==> config.mk <==
export PLATFORM = sky130hd
export DESIGN_NAME = logic_sharing_capture
export DESIGN_NICKNAME = d
export VERILOG_FILES = /design/src/rtl/logic_sharing_pkg.sv /design/src/rtl/logic_sharing_capture_sync_fifo.sv /design/src/rtl/logic_sharing_capture.sv
export SDC_FILE = /design/constraint.sdc
export NUM_CORES = 1
export LEC_CHECK = 0
export ABC_AREA = 0
export CAP_MARGIN = 20
export CORE_ASPECT_RATIO = 0.8
export CORE_MARGIN = 2
export CORE_UTILIZATION = 41
export DETAILED_ROUTE_END_ITERATION = 12
export GPL_TIMING_DRIVEN = 1
export PLACE_DENSITY = 0.59
export SLEW_MARGIN = 15
export SYNTH_ARGS = -nofsm -noshare
export SYNTH_HDL_FRONTEND = slang
export SYNTH_SLANG_ARGS = --single-unit
==> constraint.sdc <==
create_clock -name clk -period 4.66 [get_ports clk]
set_input_delay 0.699 -clock clk [delete_from_list [all_inputs] [get_ports clk]]
set_output_delay 0.699 -clock clk [all_outputs]
set_load 0.01 [all_outputs]
==> src/rtl/logic_sharing_pkg.sv <==
// Shared types and helpers for the shared-logic capture stage.
package logic_sharing_pkg;

    localparam int unsigned SEL_W  = 2;
    localparam int unsigned SLOT_W = 2;

    typedef logic [SEL_W-1:0] sel_t;

    // Word record layout inside the FIFO, MSB to LSB: {sel, len, data}.
    function automatic int unsigned word_data_w(input int unsigned spw);
        return SLOT_W * spw;
    endfunction

    function automatic int unsigned word_len_w(input int unsigned spw);
        return $clog2(spw + 1);
    endfunction

    function automatic int unsigned word_w(input int unsigned spw);
        return SEL_W + word_len_w(spw) + word_data_w(spw);
    endfunction

    // One sample occupies a 2-bit slot as {y,x}.
    function automatic logic [SLOT_W-1:0] pack_slot(input logic x, input logic y);
        return {y, x};
    endfunction

endpackage

==> src/rtl/logic_sharing_capture_sync_fifo.sv <==
// Synchronous FIFO with occupancy count; storage clears on reset so head reads 0.
module sync_fifo #(
    parameter int unsigned WIDTH = 8,
    parameter int unsigned DEPTH = 4
) (
    input  logic                       clk,
    input  logic                       rst_n,
    input  logic                       i_push,
    input  logic [WIDTH-1:0]           i_data,
    input  logic                       i_pop,
    output logic [WIDTH-1:0]           o_data,
    output logic [$clog2(DEPTH+1)-1:0] o_count,
    output logic                       o_full,
    output logic                       o_empty
);

    localparam int unsigned AW = $clog2(DEPTH);
    localparam int unsigned CW = $clog2(DEPTH + 1);

    logic [WIDTH-1:0] r_mem [DEPTH];
    logic [AW-1:0]    r_wr_ptr;
    logic [AW-1:0]    r_rd_ptr;
    logic [CW-1:0]    r_count;
    logic             w_push_ok;
    logic             w_pop_ok;

    assign o_full    = (r_count == CW'(DEPTH));
    assign o_empty   = (r_count == '0);
    assign o_count   = r_count;
    assign o_data    = r_mem[r_rd_ptr];
    assign w_push_ok = i_push && !o_full;
    assign w_pop_ok  = i_pop && !o_empty;

    // Storage write, power-of-two pointers wrap naturally.
    always_ff @(posedge clk or negedge rst_n) begin
        if (!rst_n) begin
            for (int i = 0; i < int'(DEPTH); i++) r_mem[i] <= '0;
            r_wr_ptr <= '0;
        end else if (w_push_ok) begin
            r_mem[r_wr_ptr] <= i_data;
            r_wr_ptr        <= r_wr_ptr + AW'(1);
        end
    end

    // Read pointer and occupancy; simultaneous push/pop leaves count unchanged.
    always_ff @(posedge clk or negedge rst_n) begin
        if (!rst_n) begin
            r_rd_ptr <= '0;
            r_count  <= '0;
        end else begin
            if (w_pop_ok) r_rd_ptr <= r_rd_ptr + AW'(1);
            case ({w_push_ok, w_pop_ok})
                2'b10:   r_count <= r_count + CW'(1);
                2'b01:   r_count <= r_count - CW'(1);
                default: r_count <= r_count;
            endcase
        end
    end

endmodule

==> src/rtl/logic_sharing_capture.sv <==
// Capture stage: packs {y,x} samples into select-tagged words, buffers them, counts hits.
module logic_sharing_capture
    import logic_sharing_pkg::*;
#(
    parameter int unsigned SPW   = 4,
    parameter int unsigned DEPTH = 4,
    parameter int unsigned CNT_W = 8
) (
    input  logic                     clk,
    input  logic                     rst_n,
    input  logic                     in_valid,
    output logic                     in_ready,
    input  logic                     x,
    input  logic                     y,
    input  logic [SEL_W-1:0]         sel,
    input  logic                     flush,
    output logic                     out_valid,
    input  logic                     out_ready,
    output logic [2*SPW-1:0]         out_data,
    output logic [$clog2(SPW+1)-1:0] out_len,
    output logic [SEL_W-1:0]         out_sel,
    output logic [CNT_W-1:0]         x_count,
    output logic [CNT_W-1:0]         y_count
);

    localparam int unsigned DATA_W = word_data_w(SPW);
    localparam int unsigned LEN_W  = word_len_w(SPW);
    localparam int unsigned IDX_W  = $clog2(SPW);
    localparam int unsigned WORD_W = word_w(SPW);
    localparam int unsigned FCNT_W = $clog2(DEPTH + 1);

    logic [IDX_W-1:0]  r_idx,      w_idx_nxt;
    logic [SEL_W-1:0]  r_cur_sel,  w_sel_nxt;
    logic [DATA_W-1:0] r_partial,  w_partial_nxt;
    logic              r_nonempty, w_nonempty_nxt;
    logic [CNT_W-1:0]  r_x_count;
    logic [CNT_W-1:0]  r_y_count;

    logic              w_accept;
    logic              w_flush;
    logic [DATA_W-1:0] w_slot0;
    logic [DATA_W-1:0] w_filled;
    logic              w_push;
    logic [WORD_W-1:0] w_push_word;
    logic              w_pop;
    logic [WORD_W-1:0] w_head;
    logic [FCNT_W-1:0] w_fifo_count;
    logic              w_fifo_full;
    logic              w_fifo_empty;

    assign in_ready  = !w_fifo_full;
    assign out_valid = (w_fifo_count != '0);
    assign w_pop     = out_ready && !w_fifo_empty;
    assign w_accept  = in_valid && in_ready;
    assign w_flush   = flush && in_ready;
    assign w_slot0   = DATA_W'(pack_slot(x, y));
    assign w_filled  = r_partial | (w_slot0 << {r_idx, 1'b0});

    assign out_data  = w_head[DATA_W-1:0];
    assign out_len   = w_head[DATA_W +: LEN_W];
    assign out_sel   = w_head[DATA_W+LEN_W +: SEL_W];
    assign x_count   = r_x_count;
    assign y_count   = r_y_count;

    // Word assembler next state and word-close decision (at most one push per cycle).
    always_comb begin
        w_push         = 1'b0;
        w_push_word    = '0;
        w_idx_nxt      = r_idx;
        w_sel_nxt      = r_cur_sel;
        w_partial_nxt  = r_partial;
        w_nonempty_nxt = r_nonempty;
        if (w_accept && r_nonempty && (sel != r_cur_sel)) begin
            // Tag change closes the old word; a coincident flush is consumed by it.
            w_push         = 1'b1;
            w_push_word    = {r_cur_sel, LEN_W'(r_idx), r_partial};
            w_partial_nxt  = w_slot0;
            w_idx_nxt      = IDX_W'(1);
            w_sel_nxt      = sel;
            w_nonempty_nxt = 1'b1;
        end else if (w_accept) begin
            w_sel_nxt = sel;
            if ((r_idx == IDX_W'(SPW - 1)) || w_flush) begin
                w_push         = 1'b1;
                w_push_word    = {sel, LEN_W'(r_idx) + LEN_W'(1), w_filled};
                w_partial_nxt  = '0;
                w_idx_nxt      = '0;
                w_nonempty_nxt = 1'b0;
            end else begin
                w_partial_nxt  = w_filled;
                w_idx_nxt      = r_idx + IDX_W'(1);
                w_nonempty_nxt = 1'b1;
            end
        end else if (w_flush && r_nonempty) begin
            w_push         = 1'b1;
            w_push_word    = {r_cur_sel, LEN_W'(r_idx), r_partial};
            w_partial_nxt  = '0;
            w_idx_nxt      = '0;
            w_nonempty_nxt = 1'b0;
        end
    end

    // Word assembler state register.
    always_ff @(posedge clk or negedge rst_n) begin
        if (!rst_n) begin
            r_idx      <= '0;
            r_cur_sel  <= '0;
            r_partial  <= '0;
            r_nonempty <= 1'b0;
        end else begin
            r_idx      <= w_idx_nxt;
            r_cur_sel  <= w_sel_nxt;
            r_partial  <= w_partial_nxt;
            r_nonempty <= w_nonempty_nxt;
        end
    end

    // Saturating hit counters over accepted samples.
    always_ff @(posedge clk or negedge rst_n) begin
        if (!rst_n) begin
            r_x_count <= '0;
            r_y_count <= '0;
        end else if (w_accept) begin
            if (x && (r_x_count != '1)) r_x_count <= r_x_count + CNT_W'(1);
            if (y && (r_y_count != '1)) r_y_count <= r_y_count + CNT_W'(1);
        end
    end

    sync_fifo #(
        .WIDTH (WORD_W),
        .DEPTH (DEPTH)
    ) u_fifo (
        .clk     (clk),
        .rst_n   (rst_n),
        .i_push  (w_push),
        .i_data  (w_push_word),
        .i_pop   (w_pop),
        .o_data  (w_head),
        .o_count (w_fifo_count),
        .o_full  (w_fifo_full),
        .o_empty (w_fifo_empty)
    );

endmodule

==> metrics.csv, run 1 <==
stage,metric,value,unit
worst_setup_path,crit path launch type,input pin,
layout,Layout fillers,906,
synth,sequential share of the synthesized area,53.4,%
worst_setup_path,Crit. End Element,flop,
worst_setup_path,CP peak stage delay,0.56,ns
floorplanning,die footprint,10900,µm²
sta,RSZ-0062 raised after global routing,no,
floorplanning,row cnt,32,
sta,"Min Clock Period, post-route",3.26,ns
detailed_routing,average routed wire per standard cell,16.1,µm
sta,final worst clock skew,0.00797,ns
placed_design,PortBufs,39,
sta,Setup Viol. Count Final,0,
clock_tree,clk sink count,88,
layout,area grow syn2layout,19.7,%
worst_setup_path,Reg2Reg Depth,11,
global_routing,Congestion Overflow GR,0,
layout,register area,2200,µm²
floorplanning,placeable core area,9730,µm²
worst_setup_path,CP max stage cell,o21a_1,
worst_setup_path,critical path cell sequence,clkdlybuf4s50_1 -> xor2_1 -> o21a_1 -> o21a_1 -> inv_1 -> ha_1 -> inv_1 -> fa_1 -> xor2_1 -> nor2_1 -> xor2_1,
global_routing,global-route wire length before repair,14700,µm
detailed_routing,1st-pass router iterations,4,
layout,multi-input logic area,1840,µm²
worst_setup_path,CP bufs+invs,3,
worst_setup_path,r2r setup slk,1.53,ns
layout,"most common cell after layout, fill and taps aside",dfrtp_1,
floorplanning,I/O pin cnt,40,
pwr,Lkg Pwr,2.12,nW
clock_tree,clock tree from TritonCTS,built,
clock_tree,CTS H-tree depth,3,
worst_setup_path,required time worst endpoint,4.88,ns
placed_design,hpwl dp,5930,µm
detailed_routing,vias,2837,
clock_tree,clock-pin transition on the worst setup and hold timing paths,0.06,ns
synth,count of cell types in the netlist,49,
clock_tree,Post-CTS Setup Inserts,0,
synth,Post-synth EDFFs,0,
global_routing,GRT Util Overall,18.1,%
global_routing,largest net degree at the start of global routing,63,
worst_setup_path,Worst EP arrival,3.49,ns
floorplanning,Die W,116,µm
sta,Min Hold Slack,0.445,ns
sta,crit share post-route,70.0,%
layout,# nets final,425,
synth,ys async rst share,100,%
worst_setup_path,"most used cell, CP",xor2_1,
sta,Slew headroom,30.1,%
pwr,Power Density,620,nW/µm²
worst_setup_path,CP startpoint,sel[1],
clock_tree,Worst-Skew Late Latency,0.34,ns
detailed_routing,final wirelength,8770,µm
worst_setup_path,worst r2r dst,u_fifo.o_count[2],
sta,max-slew violation total from the final report,0,
sta,Final Hold Viols,0,
clock_tree,post-cts sizing count,0,
detailed_routing,DRT iter0 DRCs,156,
worst_setup_path,"CP delay by family, top",compound AO/OA/AOI/OAI gates,
worst_setup_path,Setup CP Type,in -> reg,
layout,share of cells above drive strength 1,12.4,%
clock_tree,Max Root-Sink Buffers,2,
layout,most frequent cells in the layout,"dfrtp_1 (88), nand2_1 (72), clkdlybuf4s50_1 (38)",
synth,syn avg cell area,11.1,µm²
global_routing,initial antenna violation count,0,
synth,synthesized flop and latch total,88,
synth,Synth Instances,371,
sta,TNS Setup,0,ns
clock_tree,CTS Hold Bufs,0,
detailed_routing,ANT nets after route,0,
synth,syn_nets,390,
worst_setup_path,crit path max fanout,12,
pwr,Peak VDD IR,0.296,mV
synth,ys flop type,dfrtp_1,
layout,Antenna Cells,0,
sta,slew at the pin with the worst max-slew slack,1.04,ns
flow_run,Max Cap Viol,0,
worst_setup_path,FF-to-FF Start,r_idx[0],
floorplanning,Initial Util,42.4,%
detailed_routing,DR vias/cell,5.20,
pwr,total power,3.06,mW
floorplanning,Die H,93.7,µm
synth,area of the mapped netlist,4120,µm²
worst_hold_path,HP Class,in -> async,
detailed_routing,drc violations,0,
placed_design,RePlAce Congestion,0.805,
synth,synth warn,0,
clock_tree,Root Buffer,clkbuf_16,
sta,Fmax,0.307,GHz
global_routing,vias in the first global route,2839,
clock_tree,CTS Buf Count,9,
status,status,"complete, no violations",
layout make-up:
| type | instances | area share (%) |
|---|---|---|
| clock inverters | 5 | 1.19 |
| inverters | 7 | 0.532 |
| multi-input cells | 259 | 37.3 |
| clock buffers | 10 | 4.64 |
| repair buffers | 41 | 8.31 |
| well taps | 136 | 3.45 |
| flip-flops and latches | 88 | 44.6 |
worst max-delay path by stage:
stage / to / cells after the start
after detailed placement: u_fifo.o_count[2] / 11
final: u_fifo.o_count[2] / 11
after global routing: u_fifo.o_count[2] / 11
after global placement: u_fifo.o_count[2] / 11
after CTS: out_data[5] / 2
after floorplan: u_fifo.o_count[2] / 12
power breakdown:
group | switching, mW | total, mW | internal, mW
Combinational | 0.563 | 1.10 | 0.533
Sequential | 0.263 | 1.26 | 0.995
Clock | 0.293 | 0.705 | 0.412
Total | 1.12 | 3.06 | 1.94
cells by family after synthesis:
logic type / after synthesis / synth area share (%)
AO/OA/AOI/OAI: 95 / 15.5
AND/OR/NAND/NOR: 115 / 12.7
adder cells (fa/ha/maj): 10 / 3.22
XOR/XNOR: 22 / 4.67
flip-flops: 88 / 53.4
buffers and inverters: 24 / 2.40
multiplexers: 17 / 8.13
flip-flops by register name, summed over array words and instances (netlist names):
register and flops:
u_fifo.r_mem 52, r_partial 8, x_count 8, y_count 8, u_fifo.o_count 3, r_cur_sel 2
r_idx 2, u_fifo.r_rd_ptr 2, u_fifo.r_wr_ptr 2, r_nonempty 1
layer usage:
layer / vias up / share of wire (%) / GRT usage (%)
met5: - / 0 / 0
met2: 57 / 46 / 26.8
li1: 1390 / - / -
met3: 6 / 3.6 / 5.10
met4: 0 / 1.1 / 6.15
met1: 1384 / 50 / 25.6
synthesized netlist by cell type (2+ instances only):
library cell / instances / share of area [%]
dfrtp_1: 88 / 53
nand2_1: 72 / 6.6
o21ai_0: 35 / 4.2
o21ai_1: 20 / 2.4
mux4_2: 13 / 7.1
nor2_1: 13 / 1.2
xnor2_1: 13 / 2.8
clkbuf_1: 9 / 0.82
ha_1: 9 / 2.7
xor2_1: 9 / 1.9
and2_1: 7 / 1.1
a22oi_1: 6 / 1.1
buf_2: 6 / 0.73
inv_1: 6 / 0.55
a31oi_1: 5 / 0.76
and3_1: 5 / 0.76
nand4_1: 5 / 0.76
o211ai_2: 4 / 1.2
a22o_1: 3 / 0.64
a22oi_2: 3 / 0.91
a21oi_1: 2 / 0.24
a221oi_2: 2 / 0.73
a31o_2: 2 / 0.42
a41o_1: 2 / 0.49
a41oi_1: 2 / 0.42
mux2_2: 2 / 0.55
mux2i_1: 2 / 0.49
nand3_1: 2 / 0.24
nor2b_1: 2 / 0.30
o21a_1: 2 / 0.36
o2bb2ai_1: 2 / 0.42
worst register-to-register path, stage by stage (launching register included):
cell     delay, ns
dfrtp_1       0.55
ha_1          0.31
nor2_2        0.34
nand3_2       0.26
o21a_1        0.39
inv_1         0.17
ha_1          0.19
inv_1         0.06
fa_1          0.37
xor2_1        0.16
nor2_1        0.11
xor2_1        0.15
stage by stage:
step                area (µm²)  setup slack [ns]  std cells  utilization, %
global route              4940              1.17        546            50.7
floorplan                 4120              1.94        371               -
CTS                       4900              1.45        545            50.4
finish                    4940              1.40        546            50.7
global placement          4620              1.29        530            47.5
detailed placement        4620              1.19        530            47.5
Note: power is estimated with default switching activity, not from simulation.
==> run 2, diff against run 1 <==
PLACE_DENSITY = 0.62   (was 0.59)
clock period = 2.8 ns   (was 4.66 ns; I/O delays follow)
==> run 2 against run 1 <==
Effect of this change:
- first-iteration DRC count decreased by 12%
- sequential cell count unchanged
- non-clock buffer count increased by 18
- clock-buffer cell count decreased by 1
- setup slack got worse by 1.1 ns
- clock skew decreased by 0.0016 ns
- register-to-register slack got worse by 0.99 ns
- cell count increased by 3.5%
- final area increased by 3.0%
- critical endpoint is now out_data[3]
- largest power group is now combinational logic
==> metrics.csv, run 2 (same netlist as run 1, synthesis figures left out) <==
stage,metric,value,unit
detailed_routing,1st-pass router iterations,4,
clock_tree,Post-CTS Setup Inserts,0,
clock_tree,CTS H-tree depth,3,
global_routing,Congestion Overflow GR,0,
placed_design,post-placement setup slack,0.114,ns
worst_setup_path,crit path max fanout,15,
worst_setup_path,CP bufs+invs,2,
layout,"most common cell after layout, fill and taps aside",dfrtp_1,
clock_tree,Max Root-Sink Buffers,2,
sta,TNS Setup,0,ns
sta,Slew headroom,64.5,%
worst_setup_path,critical path cell sequence,buf_4 -> mux4_2 -> clkdlybuf4s50_1,
sta,RSZ-0062 raised after global routing,no,
pwr,Lkg Pwr,2.22,nW
worst_setup_path,CP max stage cell,mux4_2,
placed_design,PortBufs,39,
detailed_routing,vias,2901,
global_routing,vias in the first global route,2901,
global_routing,GRT Util Overall,18.2,%
layout,multi-input logic area,1820,µm²
layout,Final Cell Area,5080,µm²
layout,area grow syn2layout,23.3,%
floorplanning,Die H,93.7,µm
floorplanning,I/O pin cnt,40,
clock_tree,clock tree from TritonCTS,built,
detailed_routing,ANT nets after route,0,
worst_setup_path,"CP delay by family, top",buffers and inverters,
sta,slew at the pin with the worst max-slew slack,0.531,ns
pwr,Power Density,1040,nW/µm²
worst_setup_path,CP peak stage delay,0.58,ns
floorplanning,Initial Util,42.4,%
global_routing,global-route wire length before repair,14900,µm
global_routing,initial antenna violation count,0,
placed_design,RePlAce Congestion,0.809,
worst_setup_path,Worst EP arrival,2.06,ns
layout,Layout fillers,885,
clock_tree,clk sink count,88,
sta,Worst Slack Setup Final,0.324,ns
worst_setup_path,Setup CP Type,reg -> out,
worst_setup_path,Crit. End Element,output port,
sta,Min Hold Slack,0.0403,ns
placed_design,hpwl dp,6220,µm
clock_tree,Root Buffer,clkbuf_16,
clock_tree,post-cts sizing count,0,
detailed_routing,DR vias/cell,5.13,
sta,Final Hold Viols,0,
pwr,Peak VDD IR,0.440,mV
floorplanning,placeable core area,9730,µm²
sta,max-slew violation total from the final report,0,
clock_tree,CTS Hold Bufs,0,
detailed_routing,drc violations,0,
detailed_routing,final wirelength,8770,µm
layout,max reg flops,52,
sta,Setup Viol. Count Final,0,
clock_tree,clock-pin transition on the worst setup and hold timing paths,0.07,ns
floorplanning,Die W,116,µm
sta,Fmax,0.404,GHz
floorplanning,die footprint,10900,µm²
sta,"Min Clock Period, post-route",2.48,ns
worst_setup_path,required time worst endpoint,2.38,ns
layout,# nets final,443,
status,status,"complete, no violations",
worst_setup_path,crit path launch type,flop,
sta,crit share post-route,88.4,%
global_routing,largest net degree at the start of global routing,53,
sta,final worst clock skew,0.00634,ns
pwr,total power,5.27,mW
clock_tree,Worst-Skew Late Latency,0.34,ns
detailed_routing,DRT iter0 DRCs,137,
layout,share of cells above drive strength 1,16.6,%
layout,post-layout instance count excluding filler cells,565,
placed_design,dpl cells,549,
detailed_routing,average routed wire per standard cell,15.5,µm
layout,most flop-heavy register,u_fifo.r_mem,
placed_design,"Cell Area, Placed",4770,µm²
worst_hold_path,HP Class,in -> async,
flow_run,Max Cap Viol,0,
layout,Antenna Cells,0,
clock_tree,CTS Buf Count,9,
layout,Finished Core Util,52.3,%
layout,register area,2200,µm²
floorplanning,row cnt,32,
layout,most frequent cells in the layout,"dfrtp_1 (88), nand2_1 (72), clkdlybuf4s50_1 (38)",
## run 2: changes by cell type in the layout (fill, tap and decap cells not counted)
cell / previous run / this run
buf_4: 2 / 20
inv_6: 0 / 2
inv_8: 0 / 2
o211ai_2: 2 / 4
o211ai_4: 2 / 0
buf_12: 0 / 1
buf_8: 1 / 0
clkbuf_1: 1 / 0
clkinv_2: 1 / 0
clkinvlp_4: 2 / 1
## run 2: metal layers
layer	part of all wire, %	GRT usage (%)	routed length, µm	vias to the layer above
met5	0	0	0	-
met4	1.1	6.75	98	0
met3	4.5	4.90	392	7
met2	45	26.0	3960	64
met1	49	26.5	4320	1409
li1	-	-	-	1421
## run 2: cell type report
cell class / instances / share of cell area [%]
Inverter: 7 / 0.517
Sequential cell: 88 / 43.3
Clock buffer: 9 / 4.43
Tap cell: 136 / 3.35
Clock inverter: 7 / 1.70
Timing Repair Buffer: 59 / 10.8
Multi-Input combinational cell: 259 / 35.9
## run 2: power breakdown
group | internal (mW) | switching, mW | leakage (nW)
clock network | 0.711 | 0.527 | 0.150
logic | 0.988 | 1.10 | 0.897
registers | 1.66 | 0.281 | 1.17
total | 3.36 | 1.91 | 2.22
## run 2: final timing paths
path                                          from                 to  slack (ns)  cells after the start
min in group clk                  u_fifo.r_mem[17]   u_fifo.r_mem[17]        0.48                      2
worst max-delay path            u_fifo.r_rd_ptr[0]        out_data[3]        0.32                      3
worst max register to register            r_idx[0]  u_fifo.o_count[2]        0.54                     11
worst min register to register    u_fifo.r_mem[17]   u_fifo.r_mem[17]        0.48                      2
worst min-delay path                         rst_n   u_fifo.r_mem[27]        0.04                      1
max in group asynchronous                    rst_n       r_partial[7]        2.12                      2
## run 2: worst reg2reg max path, delay by kind of cell (launching register included)
family                   cells  cell delay (ns)
buffers and inverters        2             0.14
AO/OA/AOI/OAI                1             0.21
flip-flops                   1             0.39
XOR/XNOR                     2             0.29
AND/OR/NAND/NOR              3             0.37
adder cells (fa/ha/maj)      3             0.79
==> run 3, diff against run 2 <==
CORE_MARGIN = 1   (was 2)
SETUP_SLACK_MARGIN = 0.4   (was unset)
SLEW_MARGIN = 20   (was 15)
==> run 3 against run 2 <==
Effect of this change:
- combinational power rose by 2%
- hold slack lost 0.0033 ns
- first-iteration DRC count fell by 15%
- global-route usage is 0.72 points higher
- sequential share of layout area is 1.0 points lower
- sequential power rose by 3%
- fmax up 7.8%
- critical path depth unchanged
- wire length up 4.0%
- final area is 2.5% higher
- setup slack better by 0.18 ns
- power grew 3.6%
==> metrics.csv, run 3 (same netlist as run 1, synthesis figures left out) <==
stage,metric,value,unit
detailed_routing,final wirelength,9120,µm
layout,most frequent cells in the layout,"dfrtp_1 (86), nand2_1 (72), o21ai_0 (35)",
placed_design,PortBufs,39,
worst_setup_path,Worst EP arrival,1.88,ns
worst_setup_path,r2r setup slk,0.55,ns
placed_design,RePlAce Congestion,0.758,
layout,most flop-heavy register,u_fifo.r_mem,
flow_run,Max Cap Viol,0,
worst_setup_path,Setup CP Type,reg -> out,
layout,"most common cell after layout, fill and taps aside",dfrtp_1,
floorplanning,Initial Util,42.6,%
floorplanning,I/O pin cnt,40,
sta,max-slew violation total from the final report,0,
pwr,Lkg Pwr,2.45,nW
floorplanning,die footprint,10500,µm²
detailed_routing,1st-pass router iterations,4,
global_routing,largest net degree at the start of global routing,53,
worst_setup_path,Reg2Reg Depth,11,
sta,Final Hold Viols,0,
detailed_routing,drc violations,0,
sta,Min Hold Slack,0.0370,ns
status,status,"complete, no violations",
detailed_routing,average routed wire per standard cell,16.1,µm
detailed_routing,ANT nets after route,0,
worst_setup_path,Crit. End Element,output port,
worst_setup_path,crit path launch type,flop,
worst_setup_path,required time worst endpoint,2.38,ns
worst_setup_path,FF-to-FF Start,r_idx[1],
global_routing,Congestion Overflow GR,0,
sta,slew at the pin with the worst max-slew slack,0.564,ns
floorplanning,Die H,91.7,µm
global_routing,global-route wire length before repair,15000,µm
layout,# nets final,446,
clock_tree,clock-pin transition on the worst setup and hold timing paths,0.06,ns
global_routing,GRT Util Overall,18.9,%
pwr,Peak VDD IR,0.541,mV
layout,area grow syn2layout,26.3,%
pwr,Power Density,1050,nW/µm²
sta,Fmax,0.435,GHz
sta,final worst clock skew,0.00629,ns
layout,max reg flops,52,
sta,Slew headroom,62.3,%
sta,TNS Setup,0,ns
worst_setup_path,crit path max fanout,6,
layout,share of cells above drive strength 1,17.8,%
floorplanning,Die W,114,µm
clock_tree,clock tree from TritonCTS,built,
clock_tree,CTS Hold Bufs,0,
detailed_routing,DRT iter0 DRCs,116,
clock_tree,clk sink count,88,
global_routing,vias in the first global route,2922,
clock_tree,Max Root-Sink Buffers,2,
sta,crit share post-route,82.0,%
worst_setup_path,worst r2r dst,u_fifo.o_count[2],
floorplanning,row cnt,32,
sta,"Min Clock Period, post-route",2.30,ns
worst_hold_path,HP Class,in -> async,
detailed_routing,DR vias/cell,5.15,
clock_tree,CTS Buf Count,9,
sta,Setup Viol. Count Final,0,
clock_tree,Worst-Skew Late Latency,0.34,ns
layout,Antenna Cells,0,
placed_design,hpwl dp,5980,µm
global_routing,initial antenna violation count,0,
clock_tree,Root Buffer,clkbuf_16,
sta,RSZ-0062 raised after global routing,no,
detailed_routing,vias,2928,
floorplanning,placeable core area,9690,µm²
clock_tree,CTS H-tree depth,3,
-- run 3: cell types whose count changed in the layout (fill, tap and decap cells not counted), sizes merged, moves of 2 or more --
cell,previous run,this run
inv,11,7
buf,21,23
dlymetal6s2s,0,13
clkdlybuf4s50,38,24
clkbuf,9,15
-- run 3: worst max-delay path by stage --
stage	startpoint	endpoint	slack (ns)
4_1_cts	u_fifo.r_rd_ptr[0]	out_data[6]	0.42
3_5_place_dp	sel[0]	u_fifo.o_count[2]	0.12
6_report	u_fifo.r_rd_ptr[0]	out_data[3]	0.50
3_3_place_gp	sel[0]	u_fifo.o_count[2]	0.12
5_1_grt	u_fifo.o_count[2]	u_fifo.o_count[2]	0.41
2_1_floorplan	r_idx[0]	u_fifo.o_count[2]	0.41
-- run 3: repair_timing --
item	4_1_cts	5_1_grt
resized for setup	5	14
setup buffers	1	6
pin swaps	0	1
setup endpoints to repair	13	12
cloned	0	1
-- run 3: per-stage QoR --
stage | instances | setup WS (ns) | area, µm² | utilization, % | power (mW)
after floorplan | 371 | 0.408 | 4150 | - | 3.26
final | 568 | 0.503 | 5210 | 53.8 | 5.46
after global placement | 544 | 0.125 | 4750 | 49.0 | 3.99
after global routing | 568 | 0.409 | 5210 | 53.8 | 5.82
after CTS | 561 | 0.416 | 5110 | 52.7 | 5.43
after detailed placement | 544 | 0.121 | 4750 | 49.0 | 4.04
-- run 3: layer usage --
metal	share of wire (%)	vias up	track usage, %
met1	46	1429	25.4
met3	4.9	13	6.15
met4	1.4	0	6.39
met2	48	61	28.8
met5	0	-	0
li1	-	1425	-
-- run 3: area by class of cell --
cell class                      count  area [µm²]
Fill cell                         907        4480
Sequential cell                    88        2200
Multi-Input combinational cell    259        1840
Timing Repair Buffer               62         634
Clock buffer                       14         274
Tap cell                          136         170
Clock inverter                      2        60.1
Inverter                            7        26.3
-- run 3: critical path, stage by stage, from the launching register on --
cell and delay [ns]:
dfrtp_2 0.40, clkbuf_16 0.17, mux4_2 0.49, clkdlybuf4s50_1 0.49
-- run 3: where the power goes --
| group | leakage (nW) | internal, mW | switching (mW) |
|---|---|---|---|
| clock network | 0.163 | 0.855 | 0.467 |
| registers | 1.17 | 1.66 | 0.338 |
| logic | 1.12 | 1.06 | 1.08 |
